--- src/rtl/rf_wb_arb.sv ---
// rf_wb_arb: write-port arbiter for the register file.
// It shares the single write port between the ALU writeback (port 0, which
// has priority) and the memory/load writeback (port 1). Port 1 is forced
// to win after STARVE_LIM consecutive denials. Writes to R0 complete their
// handshake but are dropped.
//
// Handshake: a request transfers when vldN && rdyN are both high at posedge.
// A requester holds addrN/dataN stable while vldN && !rdyN. rdyN is never
// high without vldN, and rdy0/rdy1 are never high in the same cycle.
module rf_wb_arb #(
    parameter int DW         = 16,
    parameter int AW         = 4,
    parameter int STARVE_LIM = 4
) (
    input  logic          clk,
    input  logic          rst_n,
    input  logic          vld0,
    input  logic [AW-1:0] addr0,
    input  logic [DW-1:0] data0,
    output logic          rdy0,
    input  logic          vld1,
    input  logic [AW-1:0] addr1,
    input  logic [DW-1:0] data1,
    output logic          rdy1,
    output logic          we,
    output logic [AW-1:0] dst_addr,
    output logic [DW-1:0] dst,
    output logic [3:0]    starve_cnt,
    output logic          arb_state
);

    typedef enum logic {PRI0 = 1'b0, FORCE1 = 1'b1} state_t;

    localparam logic [3:0] LIM    = 4'(STARVE_LIM);
    localparam logic [3:0] LIM_M1 = 4'(STARVE_LIM - 1);

    state_t      state_q, state_d;
    logic [3:0]  cnt_q, cnt_d;
    logic        we_q;
    logic [AW-1:0] addr_q;
    logic [DW-1:0] dst_q;

    // Grant: port 0 wins contention unless port 1 is being forced through.
    always_comb begin
        rdy0 = 1'b0;
        rdy1 = 1'b0;
        if (rst_n) begin
            if (vld0 && (!vld1 || state_q == PRI0)) begin
                rdy0 = 1'b1;
            end else if (vld1) begin
                rdy1 = 1'b1;
            end
        end
    end

    // Next state and starvation count for port 1.
    always_comb begin
        state_d = state_q;
        cnt_d   = cnt_q;
        if (!vld1 || rdy1) begin
            cnt_d = 4'd0;
        end else if (cnt_q != LIM) begin
            cnt_d = cnt_q + 4'd1;
        end
        case (state_q)
            PRI0: begin
                if (vld1 && !rdy1 && cnt_q == LIM_M1) begin
                    state_d = FORCE1;
                end
            end
            FORCE1: begin
                // Leave once port 1 transfers or withdraws its request.
                if (!vld1 || rdy1) begin
                    state_d = PRI0;
                end
            end
            default: state_d = PRI0;
        endcase
    end

    // State and counter registers.
    always_ff @(posedge clk) begin
        if (!rst_n) begin
            state_q <= PRI0;
            cnt_q   <= 4'd0;
        end else begin
            state_q <= state_d;
            cnt_q   <= cnt_d;
        end
    end

    // Registered write beat; R0 writes are accepted but never reach the file.
    always_ff @(posedge clk) begin
        if (!rst_n) begin
            we_q   <= 1'b0;
            addr_q <= '0;
            dst_q  <= '0;
        end else if (rdy0 && addr0 != '0) begin
            we_q   <= 1'b1;
            addr_q <= addr0;
            dst_q  <= data0;
        end else if (rdy1 && addr1 != '0) begin
            we_q   <= 1'b1;
            addr_q <= addr1;
            dst_q  <= data1;
        end else begin
            we_q   <= 1'b0;
        end
    end

    assign we         = we_q;
    assign dst_addr   = addr_q;
    assign dst        = dst_q;
    assign starve_cnt = cnt_q;
    assign arb_state  = state_q;

endmodule
--- config.mk ---
export PLATFORM = sky130hd
export DESIGN_NAME = rf_wb_arb
export DESIGN_NICKNAME = d
export VERILOG_FILES = /design/src/rtl/rf_wb_arb.sv
export SDC_FILE = /design/constraint.sdc
export NUM_CORES = 1
export LEC_CHECK = 0
export ABC_AREA = 1
export BUFFER_PORTS_ARGS = -buffer_cell sky130_fd_sc_hd__buf_2
export CAP_MARGIN = 5
export CORE_UTILIZATION = 35
export CTS_CLUSTER_SIZE = 14
export DETAILED_ROUTE_END_ITERATION = 12
export PLACE_DENSITY = 0.61
export RECOVER_POWER = 25
export SYNTH_ARGS = -nofsm -noshare
export SYNTH_HDL_FRONTEND = slang
export SYNTH_SLANG_ARGS = --single-unit
--- constraint.sdc ---
create_clock -name clk -period 1.6 [get_ports clk]
set_clock_uncertainty 0.15 [all_clocks]
set_input_delay 0.16 -clock clk [delete_from_list [all_inputs] [get_ports clk]]
set_output_delay 0.16 -clock clk [all_outputs]
set_load 0.03 [all_outputs]
Word-level counts from Yosys, hierarchy flattened
Cells that the tools add are included.
{"block": "word_totals", "reg_bits": 26, "in_bits": 44}
{"block": "op_classes", "addsub": 1, "eq_ne": 2, "muxes": 14, "bitwise": 2, "reduce_logical": 13}
{"cell": "2-to-1 mux 16 bit", "count": 2}
{"cell": "2-to-1 mux 1 bit", "count": 9}
{"cell": "2-to-1 mux 4 bit", "count": 2}
{"cell": "nonzero test 4 bit", "count": 2}
{"cell": "logical AND 1 bit", "count": 5}
{"cell": "adder 4 x 1 -> 4 bit (second input constant)", "count": 1}
{"cell": "equality test 4 x 2 -> 1 bit (second input constant)", "count": 1}
{"cell": "inequality test 4 x 3 -> 1 bit (second input constant)", "count": 1}
{"cell": "zero test 1 bit", "count": 2}
{"cell": "logical OR 1 bit", "count": 2}
{"cell": "inverter 1 bit", "count": 2}
{"cell": "one-hot mux 1 bit (2 select lines)", "count": 1}
{"cell": "nonzero test 2 bit", "count": 1}
{"cell": "OR reduction 2 bit", "count": 1}

Depth between registers and ports, before layout
Gate-level depths: netlist (run 1).
{"block": "logic_depth", "ltp_word": 10, "ltp_mapped": 9, "mapped_depth_nobuf": 8}

Worst setup path after synthesis (run 1)
No wires, ideal clock.
{"block": "synth_path", "path_kind": "reg-to-reg", "startpoint": "register state_q, in the netlist arb_state", "endpoint": "register dst_q[0], in the netlist dst[0]", "setup_ps": 112, "t_arrival_ps": 1234, "required_time_ps": 1338, "setup_slack_ps": 104, "stages_incl_launch_ff": 9, "path_buffers": 1, "path_cell_list": "dfxtp_1 -> nand2_1 -> nand2_2 -> nand3_1 -> inv_1 -> nor2_1 -> buf_2 -> nor2_1 -> nor2_1"}
{"block": "synth_between", "elab_chain_cells": 7}
{"item": "start: declaration", "line_no": "37", "source": "state_t state_q, state_d;"}
{"item": "start signal: assignment", "line_no": "87", "source": "state_q <= state_d;"}
{"item": "inverter 1 bit *"}
{"item": "logical OR 1 bit *", "line_no": "48", "source": "if (vld0 && (!vld1 || state_q == PRI0)) begin"}
{"item": "logical AND 1 bit *", "line_no": "48"}
{"item": "2-to-1 mux 1 bit", "line_no": "48"}
{"item": "2-to-1 mux 1 bit", "line_no": "47", "source": "if (rst_n) begin"}
{"item": "logical AND 1 bit, on equally long branches", "line_no": "98, 102"}
{"item": "2-to-1 mux 16 bit / nonzero test 2 bit (equally long branches)"}
{"item": "end signal: assignment", "line_no": "101", "source": "dst_q <= data0;"}
{"item": "end signal: assignment", "line_no": "105", "source": "dst_q <= data1;"}
{"item": "end: declaration", "line_no": "41", "source": "logic [DW-1:0] dst_q;"}
Every way passes the cells marked *; elsewhere a longest branch is shown, timed or not.
A chain may end at the register's enable or synchronous reset.

Final worst setup path (run 1)
{"block": "layout_path", "startpoint": "register state_q, in the netlist arb_state", "endpoint": "output rdy0"}
{"block": "layout_between", "elab_chain_cells": 5}
{"item": "inverter 1 bit"}
{"item": "logical OR 1 bit", "line_no": "48"}
{"item": "logical AND 1 bit", "line_no": "48"}
{"item": "2-to-1 mux 1 bit", "line_no": "48"}
{"item": "2-to-1 mux 1 bit", "line_no": "47"}
{"item": "end: declaration", "line_no": "20", "source": "output logic rdy0,"}
No other way between the ends.

==> results of run 1 <==
## per-layer routing
metal	vias up	GRT usage	share of wire
li1	868	-	-
met1	676	0.219	0.48
met2	33	0.306	0.48
met3	2	0.0405	0.041
met4	0	0.0319	0.0060
met5	-	0	0
## cells in the mapped netlist, drive strengths merged
cell / number / area (µm²)
a21oi: 3 / 15.0
a31oi: 1 / 6.26
buf: 11 / 82.6
clkbuf: 2 / 7.51
dfxtp: 26 / 521
ha: 2 / 25.0
inv: 18 / 67.6
nand2: 76 / 290
nand3: 23 / 128
nand3b: 20 / 150
nand4: 2 / 12.5
nor2: 47 / 186
xnor2: 1 / 8.76
xor2: 1 / 8.76
## power by group through the flow
stage	clock, mW	combinational (mW)	sequential [mW]
after global placement	0	0.450	0.728
after floorplan	0	0.212	0.823
after global routing	0.594	0.498	0.721
after detailed placement	0	0.450	0.729
final	0.550	0.445	0.715
after CTS	0.567	0.454	0.715
## stage by stage
step	power [mW]	setup WS, ns
floorplan	1.04	0.104
global placement	1.18	0.224
detailed placement	1.18	0.212
CTS	1.74	0.0239
global route	1.81	0.0134
finish	1.71	0.0961
## what timing repair did
action,4_1_cts,5_1_grt
setup endpoints to repair,1,1
resized for setup,2,0
setup buffers,0,2
## critical path, delay by kind of cell (launching register included)
| family | cells | cell delay, ns |
|---|---|---|
| buffers and inverters | 2 | 0.28 |
| DFF | 1 | 0.33 |
| and+or+nand+nor | 3 | 0.31 |
## final cells by class
type,count,area (µm²),share of cell area
multi-input combinational,176,831,0.418
clock inverter,1,30.0,0.0151
clock buffer,3,41.3,0.0208
sequential,26,520,0.262
inverter,18,67.6,0.0340
tap,50,62.6,0.0315
timing repair buffer,81,433,0.218
## sequential cells by signal, indices dropped and copies added (netlist names)
register / count
we: 1
starve_cnt: 4
dst: 16
dst_addr: 4
arb_state: 1
## cell families (layout without fill, tap and decap cells)
kind of cell | count (synthesis) | count (layout) | share of synthesized area
and+or+nand+nor | 168 | 168 | 0.508
buffers and inverters | 31 | 103 | 0.104
DFF | 26 | 26 | 0.345
AOI/OAI and AO/OA | 4 | 4 | 0.0141
adders and majority gates | 2 | 2 | 0.0166
xor gates and xnor gates | 2 | 2 | 0.0116
## worst min-delay path by stage
| stage | from | to | slack (ns) | cells after the start |
|---|---|---|---|---|
| CTS | vld1 | starve_cnt[3] | 0.008 | 3 |
| detailed placement | vld1 | starve_cnt[3] | 0.30 | 3 |
| finish | vld1 | starve_cnt[3] | 0.02 | 3 |
| global placement | vld1 | starve_cnt[3] | 0.31 | 3 |
| global route | vld1 | starve_cnt[3] | 0.02 | 3 |
| floorplan | vld1 | starve_cnt[3] | 0.15 | 2 |
==> impl.org, run 1 <==
** Status
- The run finished with clean final reports.

** Final layout
- Syn-to-layout area delta :: 31.6%
- Leaving out fill and tap cells, the most frequent cell in the layout is sky130_fd_sc_hd__nand2_1.
- Share of cells above drive strength 1 :: 0.256
- Leading cell types in the layout, fill and taps excluded :: sky130_fd_sc_hd__nand2_1 (74), sky130_fd_sc_hd__buf_2 (57), sky130_fd_sc_hd__nor2_1 (45)
- Area of all placed cells without fillers :: 1990 µm²
- For this run, the number of standard cells in the final layout without fillers is about 360.
- Ant diodes :: 0
- Count of fill cells added during filler insertion :: 458
- Share of the core filled with cells :: 0.489
- After the last flow step, the layout net total stands at around 350.

** STA
- Tmin final :: 1.50 ns
- The number of hold-slack violations in the final timing report was 0.
- FMAX :: 665 MHz
- Final hold analysis gives a worst-case slack of 0.0223 ns.
- For the final routed database, the setup TNS stands at 0 ns.
- Worst-margin pin slew :: 0.389 ns
- The number of max-slew violations in the final report is 0.
- Dividing the final minimum period by the clock period gives 0.940.
- The worst pin sits at a relative slew slack of 0.742.
- RSZ-0062 raised after global routing :: no
- Setup violations remaining at the end of the flow were counted as 0.

** Power and ir drop
- Leak Pwr :: 1.09 nW
- Of the total power, the share spent switching nets is 0.299.
- Fraction of power consumed by sequential logic :: 0.418
- Combinational power share :: 0.260
- The share of total power dissipated in the clock network is 0.321.
- The internal power of the cells totals 1.20 mW.
- For this design the ratio of total power to cell area is 861 nW/µm².
- For this design the total switching power over the nets is 0.512 mW.
- Maximum vdd ir drop :: 0.544 mV

** Setup path
- Origin of the critical flop-to-flop path :: arb_state
- Type of destination of the critical path :: output pin
- The critical path starts at arb_state.
- Worst flop-to-flop path endpoint :: dst[5]
- The setup check on the worst reg-to-reg path leaves a slack of around 0.19 ns.
- For the worst setup path, the data required time is 1.29 ns.
- Cell chain of the critical path :: nand2_1, nand2_2, nor2_4, buf_6, buf_4
- The critical path ends at rdy0.
- The number of cells on the worst reg-to-reg path is 9.
- STA puts the critical path data arrival time at 1.19 ns.
- CP max stage cell :: sky130_fd_sc_hd__dfxtp_1
- Critical path start-end classification :: flop to output pin
- Along the worst path, the maximum fanout reaches 4.
- In this design, the stage delay of the slowest critical-path cell is between 0.3 and 0.4 ns.
- The worst setup path is launched from a flop.

** Logic synthesis
- Post-synth net total :: between 200 and 300
- Averaged over all synthesized cells, the footprint is 6.48 µm².
- Counting flops and latches in the post-synthesis netlist gives 26.
- YS warnings :: 0
- Post-synth cell types :: 21
- Synthesis produced 233 cells.
- After synthesis the cells add up to 1510 µm².
- Sequential fraction of the synthesis area :: 0.345

** Floorplanning
- Pin placement for this block handled just over 70 I/O pins.
- The core region is between 4000 and 5000 µm².
- DIE WIDTH :: 67.7 µm
- Standard-cell row count :: 23
- From bottom edge to top edge, the die measures 67.7 µm.
- The floorplan step defined a die boundary enclosing 4580 µm².
- For this configuration, the core starts out at a cell density of 0.372.

** Global routing
- The initial antenna violation count is 0.
- For this run, the total global-route usage over all layers was measured as 0.176.
- Entering global routing, the biggest net connects 41 pins.
- Wire length of the first global-routing pass :: 6080 µm
- Grt total ovfl :: 0
- Via count of the first global-routing pass :: 1,346

** Route
- Via-to-Cell Ratio :: 4.45
- In the final routed layout, each cell accounts on average for 10.9 µm.
- Pre-Repair DR Iteration Count :: 4
- The detailed router finished its first iteration with 74 violations.
- The count of nets left with antenna violations once routing finished came out at 0.
- DRC violations left :: 0
- The routed design has roughly 3900 µm of wire.
- Via count :: 1,579

** CTS
- The clock reaches the later pin of the worst-skew pair after 0.27 ns.
- Clock tree synthesis inserted a total of 3 buffers.
- CTS placed an instance of sky130_fd_sc_hd__clkbuf_8 at the clock tree root.
- TritonCTS built the clock tree.
- Clock sink count :: 26
- The clock passes through at most 2 buffers.
- After clock tree synthesis, the clock-pin slew on the worst setup and hold paths is 0.09 ns.
- Count of H-tree levels built during CTS :: 1
- Buffers inserted to repair hold after CTS numbered 0.

** Placement
- # placed instances :: between 300 and 400
- At the end of routability-driven placement, the weighted congestion stood at 0.753.
- Detailed placement finished with a half-perimeter wire length of about 2700 µm.
- Count of port buffers added during placement :: 71
- Cell area reported after detailed placement :: 1910 µm²

** Job
- Total of max-cap violations :: 0

** Hold path
- The worst hold path belongs to the class input pin to flop.
Note: power is estimated with default switching activity, not from simulation.
==> inputs of run 2 (changes only) <==
--- a/config.mk
+++ b/config.mk
@@ -8,10 +8,10 @@
 export ABC_AREA = 1
 export BUFFER_PORTS_ARGS = -buffer_cell sky130_fd_sc_hd__buf_2
 export CAP_MARGIN = 5
-export CORE_UTILIZATION = 35
+export CORE_UTILIZATION = 40
 export CTS_CLUSTER_SIZE = 14
 export DETAILED_ROUTE_END_ITERATION = 12
-export PLACE_DENSITY = 0.61
+export PLACE_DENSITY = 0.69
 export RECOVER_POWER = 25
 export SYNTH_ARGS = -nofsm -noshare
 export SYNTH_HDL_FRONTEND = slang
==> impl.org, run 2 (same netlist as run 1, synthesis figures left out) <==
** Placement
- Count of port buffers added during placement :: 71 (unchanged)
- The routability-driven placement congestion ratio was 0.747 (-0.90%).
- The instance count after placement with tap cells included came to 345 (-1.1%).
- The post-place instance area was 1900 µm² (-0.26%).
- The detailed placer's ending HPWL is 2650 µm (-2.2%).
- The worst-case setup slack after placement is 0.198 ns (-0.0141 ns).

** Floorplanning
- The standard-cell row count came to 21 (-8.7%).
- Overall die height :: 63.4 µm (-6.3%)
- I/O pin count :: 72 (unchanged)
- DIE WIDTH :: 63.4 µm (-6.3%)
- The area of the core was 3470 µm² (-15%).
- The total die area came to 4020 µm² (-12%).
- The starting utilization of the core area was 0.435 (+0.0632).

** Power and ir drop
- The part of the total power dissipated in the clock network came to 0.268 (-0.053).
- Combinational power share :: 0.280 (+0.020)
- The power after layout is 1.58 mW (-7.3%).
- The power share of the sequential group came to 0.452 (+0.034).
- The cell leakage power is 1.09 nW (-0.73%).
- The total power density per cell area is 806 nW/µm² (-6.3%).
- The worst IR drop on VDD was 0.671 mV (+23%).
- Internal Dissipation :: 1.08 mW (-9.5%)
- The proportion of total power due to net switching was 0.316 (+0.0170).
- P_sw :: 0.501 mW (-2.0%)

** CTS
- Cts-stage hold buffer count :: 0 (unchanged)
- Clock transition time at the flip-flop clock pins of the worst setup and hold paths :: 0.09 ns (about the same)
- Maximum number of buffers from clock root to sink :: 2 (unchanged)
- Count of H-tree levels built during CTS :: 1 (unchanged)
- TritonCTS clock tree :: built
- Latest clock arrival within the worst-skew pair :: 0.27 ns (about the same)
- Clock sink count :: 26 (unchanged)
- The tree is rooted in a sky130_fd_sc_hd__clkbuf_8.
- The number of buffers inserted during clock tree synthesis is 3 (unchanged).

** STA
- Max_slew headroom :: 0.751 (+0.00931)
- FMAX :: 661 MHz (-0.60%)
- Summed negative setup slack over all endpoints :: 0 ns (unchanged)
- Hold violation total from the final report :: 0 (unchanged)
- Final slew viol count :: 0 (unchanged)
- The worst-margin pin slew is 0.374 ns (-0.0140 ns).
- The setup slack of the critical path after layout came to 0.0871 ns (-0.00907 ns).
- RSZ-0062 raised after global routing :: no
- The period utilization was 0.946 (+0.00567).
- The tightest hold margin was 0.0151 ns (-0.00716 ns).
- Total of endpoints with negative setup slack in the final report :: 0 (unchanged)
- The shortest clock period the worst path allows after layout was 1.51 ns (+0.00907 ns).

** Global routing
- Antenna violations before repair :: 0 (unchanged)
- Aggregate global-route resource usage :: 0.191 (+0.0149)
- Wire length of the first global-routing pass :: 6090 µm (+0.23%)
- The largest net degree at the start of global routing came to 41 (unchanged).
- The sum of overflow across all layers after global routing came to 0 (unchanged).
- The via count of the first global-routing pass was 1,379 (+2.5%).

** Final layout
- Leading cell type in the layout, fill and taps excluded :: sky130_fd_sc_hd__nand2_1
- Share of the core filled with cells :: 0.567 (+0.0774)
- The total non-filler cell area in the finished layout is 1970 µm² (-1.0%).
- Ant diodes :: 0 (unchanged)
- Number of flip-flops under the largest register name :: 16 (unchanged)
- The final net count came to 351 (-0.28%).
- Leading cell types in the layout, fill and taps excluded :: sky130_fd_sc_hd__nand2_1 (74), sky130_fd_sc_hd__buf_2 (57), sky130_fd_sc_hd__nor2_1 (45)
- Syn-to-layout area delta :: 30.3%
- The fraction of final layout cells sized beyond drive strength 1 is 0.257 (+0.000841).
- Non-filler cells in the finished layout :: 350 (-1.4%)

** Job
- Total of max-cap violations :: 0 (unchanged)

** Route
- Starting DRT DRC Count :: 95 (+28%)
- Sum of routed wire length over all layers :: 3700 µm (-4.1%)
- The average wire per standard cell was 10.6 µm (-2.7%).
- The number of remaining DRC errors came to 0 (unchanged).
- Via count :: 1,617 (+2.4%)
- The number of nets with antenna violations after routing was 0 (unchanged).
- The number of iterations in the first detailed-routing pass came to 4 (unchanged).
- The via density per instance is 4.62 (+3.9%).

** Setup path
- The worst setup path is captured at an output pin.
- The arrival time at the worst endpoint came to 1.20 ns (about the same).
- The largest fanout of any net on the critical path is 5 (+1).
- The data required time of the worst path was 1.29 ns (about the same).
- By startpoint and endpoint, the worst setup path is classified as flop to output pin.
- Startpoint Class :: flop

** Hold path
- The tightest min-delay check is of the input pin to flop type.

** Status
- Result of the run :: completed
## run 2: cell types whose count changed in the layout (fill, tap and decap cells not counted)
cell                        previous run  this run
sky130_fd_sc_hd__clkbuf_8              3         4
sky130_fd_sc_hd__dfxtp_1              26        25
sky130_fd_sc_hd__dfxtp_2               0         1
sky130_fd_sc_hd__buf_4                 9         7
sky130_fd_sc_hd__bufinv_16             1         0
sky130_fd_sc_hd__buf_8                 0         1
## run 2: cell type report
class                   instances  area, µm²
well taps                      46       57.6
flip-flops and latches         26        522
multi-input cells             176        831
inverters                      18       67.6
fillers                       384       1500
clock buffers                   4       55.1
repair buffers                 80        433
## run 2: per-layer routing
metal,wire [µm],GRT usage,up-vias
li1,-,-,867
met1,1720,0.246,700
met2,1740,0.313,46
met3,203,0.0435,4
met4,38,0.0568,0
met5,0,0,-
## run 2: power by group through the flow
stage / clock [mW] / combinational [mW] / sequential [mW]
floorplan: 0 / 0.212 / 0.823
global placement: 0 / 0.445 / 0.730
detailed placement: 0 / 0.449 / 0.731
CTS: 0.440 / 0.453 / 0.716
global route: 0.475 / 0.492 / 0.722
finish: 0.425 / 0.444 / 0.716
## run 2: path summary, 6_finish.rpt
kind,start,end,slack (ns),cells past startpoint
setup / recovery,arb_state,rdy0,0.09,5
hold / removal,vld1,starve_cnt[3],0.02,3
setup reg to reg,arb_state,dst_addr[0],0.14,9
hold reg to reg,arb_state,arb_state,0.37,2
## run 2: worst max-delay path, stage by stage (launching register included)
cell and delay, ns:
sky130_fd_sc_hd__dfxtp_2 0.34, sky130_fd_sc_hd__nand2_1 0.08, sky130_fd_sc_hd__nand2_2 0.10, sky130_fd_sc_hd__nor2_4 0.16, sky130_fd_sc_hd__buf_8 0.13, sky130_fd_sc_hd__buf_6 0.12
## run 2: timing repair
item,in CTS,in global routing
buffers inserted,0,1
setup endpoints to repair,1,1
gates resized for setup,2,3
pin swaps,0,2
==> inputs of run 3 (changes only) <==
--- a/config.mk
+++ b/config.mk
@@ -5,13 +5,12 @@
 export SDC_FILE = /design/constraint.sdc
 export NUM_CORES = 1
 export LEC_CHECK = 0
-export ABC_AREA = 1
 export BUFFER_PORTS_ARGS = -buffer_cell sky130_fd_sc_hd__buf_2
 export CAP_MARGIN = 5
 export CORE_UTILIZATION = 40
 export CTS_CLUSTER_SIZE = 14
 export DETAILED_ROUTE_END_ITERATION = 12
-export PLACE_DENSITY = 0.69
+export PLACE_DENSITY = 0.74
 export RECOVER_POWER = 25
 export SYNTH_ARGS = -nofsm -noshare
 export SYNTH_HDL_FRONTEND = slang
==> impl.org, run 3 <==
** Status
- The run finished with clean final reports.

** Placement
- The routability-driven placement congestion ratio was 0.781 (+4.6%).
- Cell area reported after detailed placement :: 1600 µm² (-16%)
- Count of port buffers added during placement :: 71 (unchanged)
- Placed wire-length estimate after detailed placement :: 2270 µm (-14%)
- # placed instances :: 251 (-27%)

** Power and ir drop
- The reported net switching power is 0.417 mW (-17%).
- Portion of total power attributed to the clock network :: 0.195 (-0.073)
- The power after layout is 1.37 mW (-14%).
- The power share of the sequential group was 0.521 (+0.069).
- The proportion of total power due to net switching is 0.304 (-0.0119).
- Combinational power share :: 0.284 (+0.004)
- The worst IR drop on VDD was 0.521 mV (-22%).
- The cell-internal power came to 0.952 mW (-12%).
- The cell leakage power is 0.868 nW (-20%).
- The total power density per cell area was 704 nW/µm² (-13%).

** Logic synthesis
- The post-synth net total came to 195 (-30%).
- The area share of the leading cell type in the synthesized netlist is 0.452 (+0.107).
- Post-synth cell types :: 27 (+29%)
- The share of synthesized registers carrying an async set or reset was 0 (unchanged).
- By instance count, the leading cell after synthesis is sky130_fd_sc_hd__nand2_1.
- The part of the Yosys area used for sequential elements came to 0.452 (+0.107).
- YS warnings :: 0 (unchanged)
- The post-synthesis instance area came to 1150 µm² (-24%).
- Main flop type after synthesis :: sky130_fd_sc_hd__dfxtp_1
- The number of enable flip-flop cells after synthesis came to 0 (unchanged).
- Synthesized area per cell :: 7.73 µm² (+19%)
- In the synthesized netlist, the cells that appear most often are sky130_fd_sc_hd__nand2_1 (43), sky130_fd_sc_hd__dfxtp_1 (26), sky130_fd_sc_hd__a31oi_1 (16).
- FF+latch count, synth :: 26 (unchanged)
- The count of mapped cells out of synthesis was 149 (-36%).
- Ranking of synthesized cells by area :: sky130_fd_sc_hd__dfxtp_1 (45%), sky130_fd_sc_hd__nand2_1 (14%), sky130_fd_sc_hd__a31oi_1 (8.7%)
- Cell accounting for the most synthesized area :: sky130_fd_sc_hd__dfxtp_1

** Route
- The average wire per standard cell came to 12.5 µm (+18%).
- DRC violations left :: 0 (unchanged)
- Via-to-Cell Ratio :: 5.07 (+9.7%)
- The number of nets with antenna violations after routing is 0 (unchanged).
- Starting DRT DRC Count :: 51 (-46%)
- The count of vias placed by the detailed router is 1,454 (-10%).
- The number of iterations in the first detailed-routing pass is 4 (unchanged).
- Sum of routed wire length over all layers :: 3580 µm (-3.3%)

** Final layout
- The total non-filler cell area in the finished layout is 1940 µm² (-1.1%).
- The fraction of final layout cells sized beyond drive strength 1 was 0.301 (+0.0442).
- Leading cell type in the layout, fill and taps excluded :: sky130_fd_sc_hd__buf_2
- The final core utilization is 0.711 (+0.144).
- Number of nets in the final layout :: 304 (-13%)
- Non-filler cells in the finished layout :: 287 (-18%)
- Leading cell types in the layout, fill and taps excluded :: sky130_fd_sc_hd__buf_2 (59), sky130_fd_sc_hd__nand2_1 (43), sky130_fd_sc_hd__dlygate4sd3_1 (33)
- The number of inserted diodes is 0 (unchanged).
- Compared with the post-synthesis result, the final layout area differs by 68.7%.
- The number of flip-flops under the largest register name is 16 (unchanged).

** Floorplanning
- Overall die height :: 55.7 µm (-12%)
- Total Die Area :: 3100 µm² (-23%)
- I/O pin count :: 72 (unchanged)
- DIE WIDTH :: 55.7 µm (-12%)
- Standard-cell row count :: 19 (-9.5%)
- The area of the core is 2730 µm² (-21%).
- The starting utilization of the core area came to 0.422 (-0.0136).

** STA
- The final count of negative-setup-slack endpoints was 0 (unchanged).
- Final slew viol count :: 0 (unchanged)
- Worst-margin pin slew :: 0.406 ns (+0.0312 ns)
- Hold violation total from the final report :: 0 (unchanged)
- FMAX :: 664 MHz (+0.41%)
- RSZ-0062 raised after global routing :: no
- The shortest clock period the worst path allows after layout was 1.51 ns (-0.00619 ns).
- The worst relative slew slack is 0.731 (-0.0207).
- The period utilization was 0.942 (-0.00387).

** Setup path
- Startpoint Class :: flop
- Worst EP required :: 1.29 ns (about the same)
- Data arrival time of the worst path :: 1.20 ns (about the same)
- The largest fanout of any net on the critical path came to 4 (-1).
- Critical path start-end classification :: flop to output pin
- STA classifies the critical path endpoint as an output pin.

** Hold path
- The worst hold path belongs to the class input pin to flop.

** CTS
- The number of H-tree levels came to 1 (unchanged).
- TritonCTS clock tree :: built
- Clock transition time at the flip-flop clock pins of the worst setup and hold paths :: 0.13 ns (+0.04 ns)
- Latest clock arrival within the worst-skew pair :: 0.31 ns (+0.04 ns)
- The maximum number of buffers from clock root to sink was 2 (unchanged).
- The tree is rooted in a sky130_fd_sc_hd__clkbuf_4.
- The number of buffers inserted during clock tree synthesis came to 3 (unchanged).
- Post-CTS Setup Bufs :: 0 (unchanged)
- Clock sink count :: 26 (unchanged)

** Global routing
- Antenna violations before repair :: 0 (unchanged)
- Maximum number of pins on one net before global-route repair :: 34 (-17%)
- The sum of overflow across all layers after global routing is 0 (unchanged).
- Wire length of the first global-routing pass :: 5950 µm (-2.4%)
- Aggregate global-route resource usage :: 0.242 (+0.0517)
- Via count of the first global-routing pass :: 1,384 (+0.36%)

** Job
- Total of max-cap violations :: 0 (unchanged)
-- run 3: cell type report --
| cell class | instances | area (µm²) |
|---|---|---|
| Timing Repair Buffer | 114 | 774 |
| Multi-Input combinational cell | 110 | 576 |
| Tap cell | 31 | 38.8 |
| Inverter | 3 | 11.3 |
| Sequential cell | 26 | 522 |
| Fill cell | 213 | 790 |
| Clock buffer | 3 | 22.5 |
-- run 3: critical path: stages, from the launching register on --
cell,delay [ns]
sky130_fd_sc_hd__dfxtp_2,0.36
sky130_fd_sc_hd__nand2_1,0.08
sky130_fd_sc_hd__and3_1,0.23
sky130_fd_sc_hd__buf_2,0.22
-- run 3: worst paths after layout --
kind | startpoint | endpoint | slack (ns) | cells past startpoint
hold reg to reg | dst[8] | dst[8] | 0.33 | 2
hold / removal | data0[5] | dst[5] | 0.01 | 3
setup reg to reg | arb_state | dst_addr[2] | 0.11 | 5
setup / recovery | arb_state | rdy0 | 0.09 | 3
-- run 3: repair_timing --
item	in CTS	in global routing
setup endpoints to repair	0	3
hold endpoints to repair	20	0
resized for setup	0	1
hold buffers	33	0
-- run 3: stage by stage --
stage	hold slack [ns]	setup WS (ns)	setup TNS, ns
after detailed placement	0.280	-0.0298	-0.153
after global routing	0.00492	0.0165	0
after floorplan	0.152	0.0568	0
after CTS	0.0123	0.0809	0
final	0.0125	0.0933	0
after global placement	0.273	-0.0146	-0.0146
-- run 3: metal layers --
metal	part of all wire	GRT usage	vias up
li1	-	-	736
met3	0.033	0.0349	15
met5	0	0	-
met1	0.41	0.286	660
met4	0.041	0.129	0
met2	0.52	0.423	43
-- run 3: logic make-up after synthesis --
logic type / after synthesis / share of synthesized area
adders and majority gates: 2 / 0.0217
AOI/OAI and AO/OA: 41 / 0.213
buffers and inverters: 13 / 0.0532
xor gates and xnor gates: 1 / 0.00760
and+or+nand+nor: 65 / 0.244
muxes: 1 / 0.00869
DFF: 26 / 0.452
-- run 3: power by group through the flow --
stage / sequential (mW) / clock (mW) / combinational, mW
final: 0.713 / 0.266 / 0.389
after global placement: 0.726 / 0 / 0.325
after detailed placement: 0.726 / 0 / 0.329
after CTS: 0.712 / 0.271 / 0.390
after global routing: 0.719 / 0.296 / 0.419
after floorplan: 0.811 / 0 / 0.105
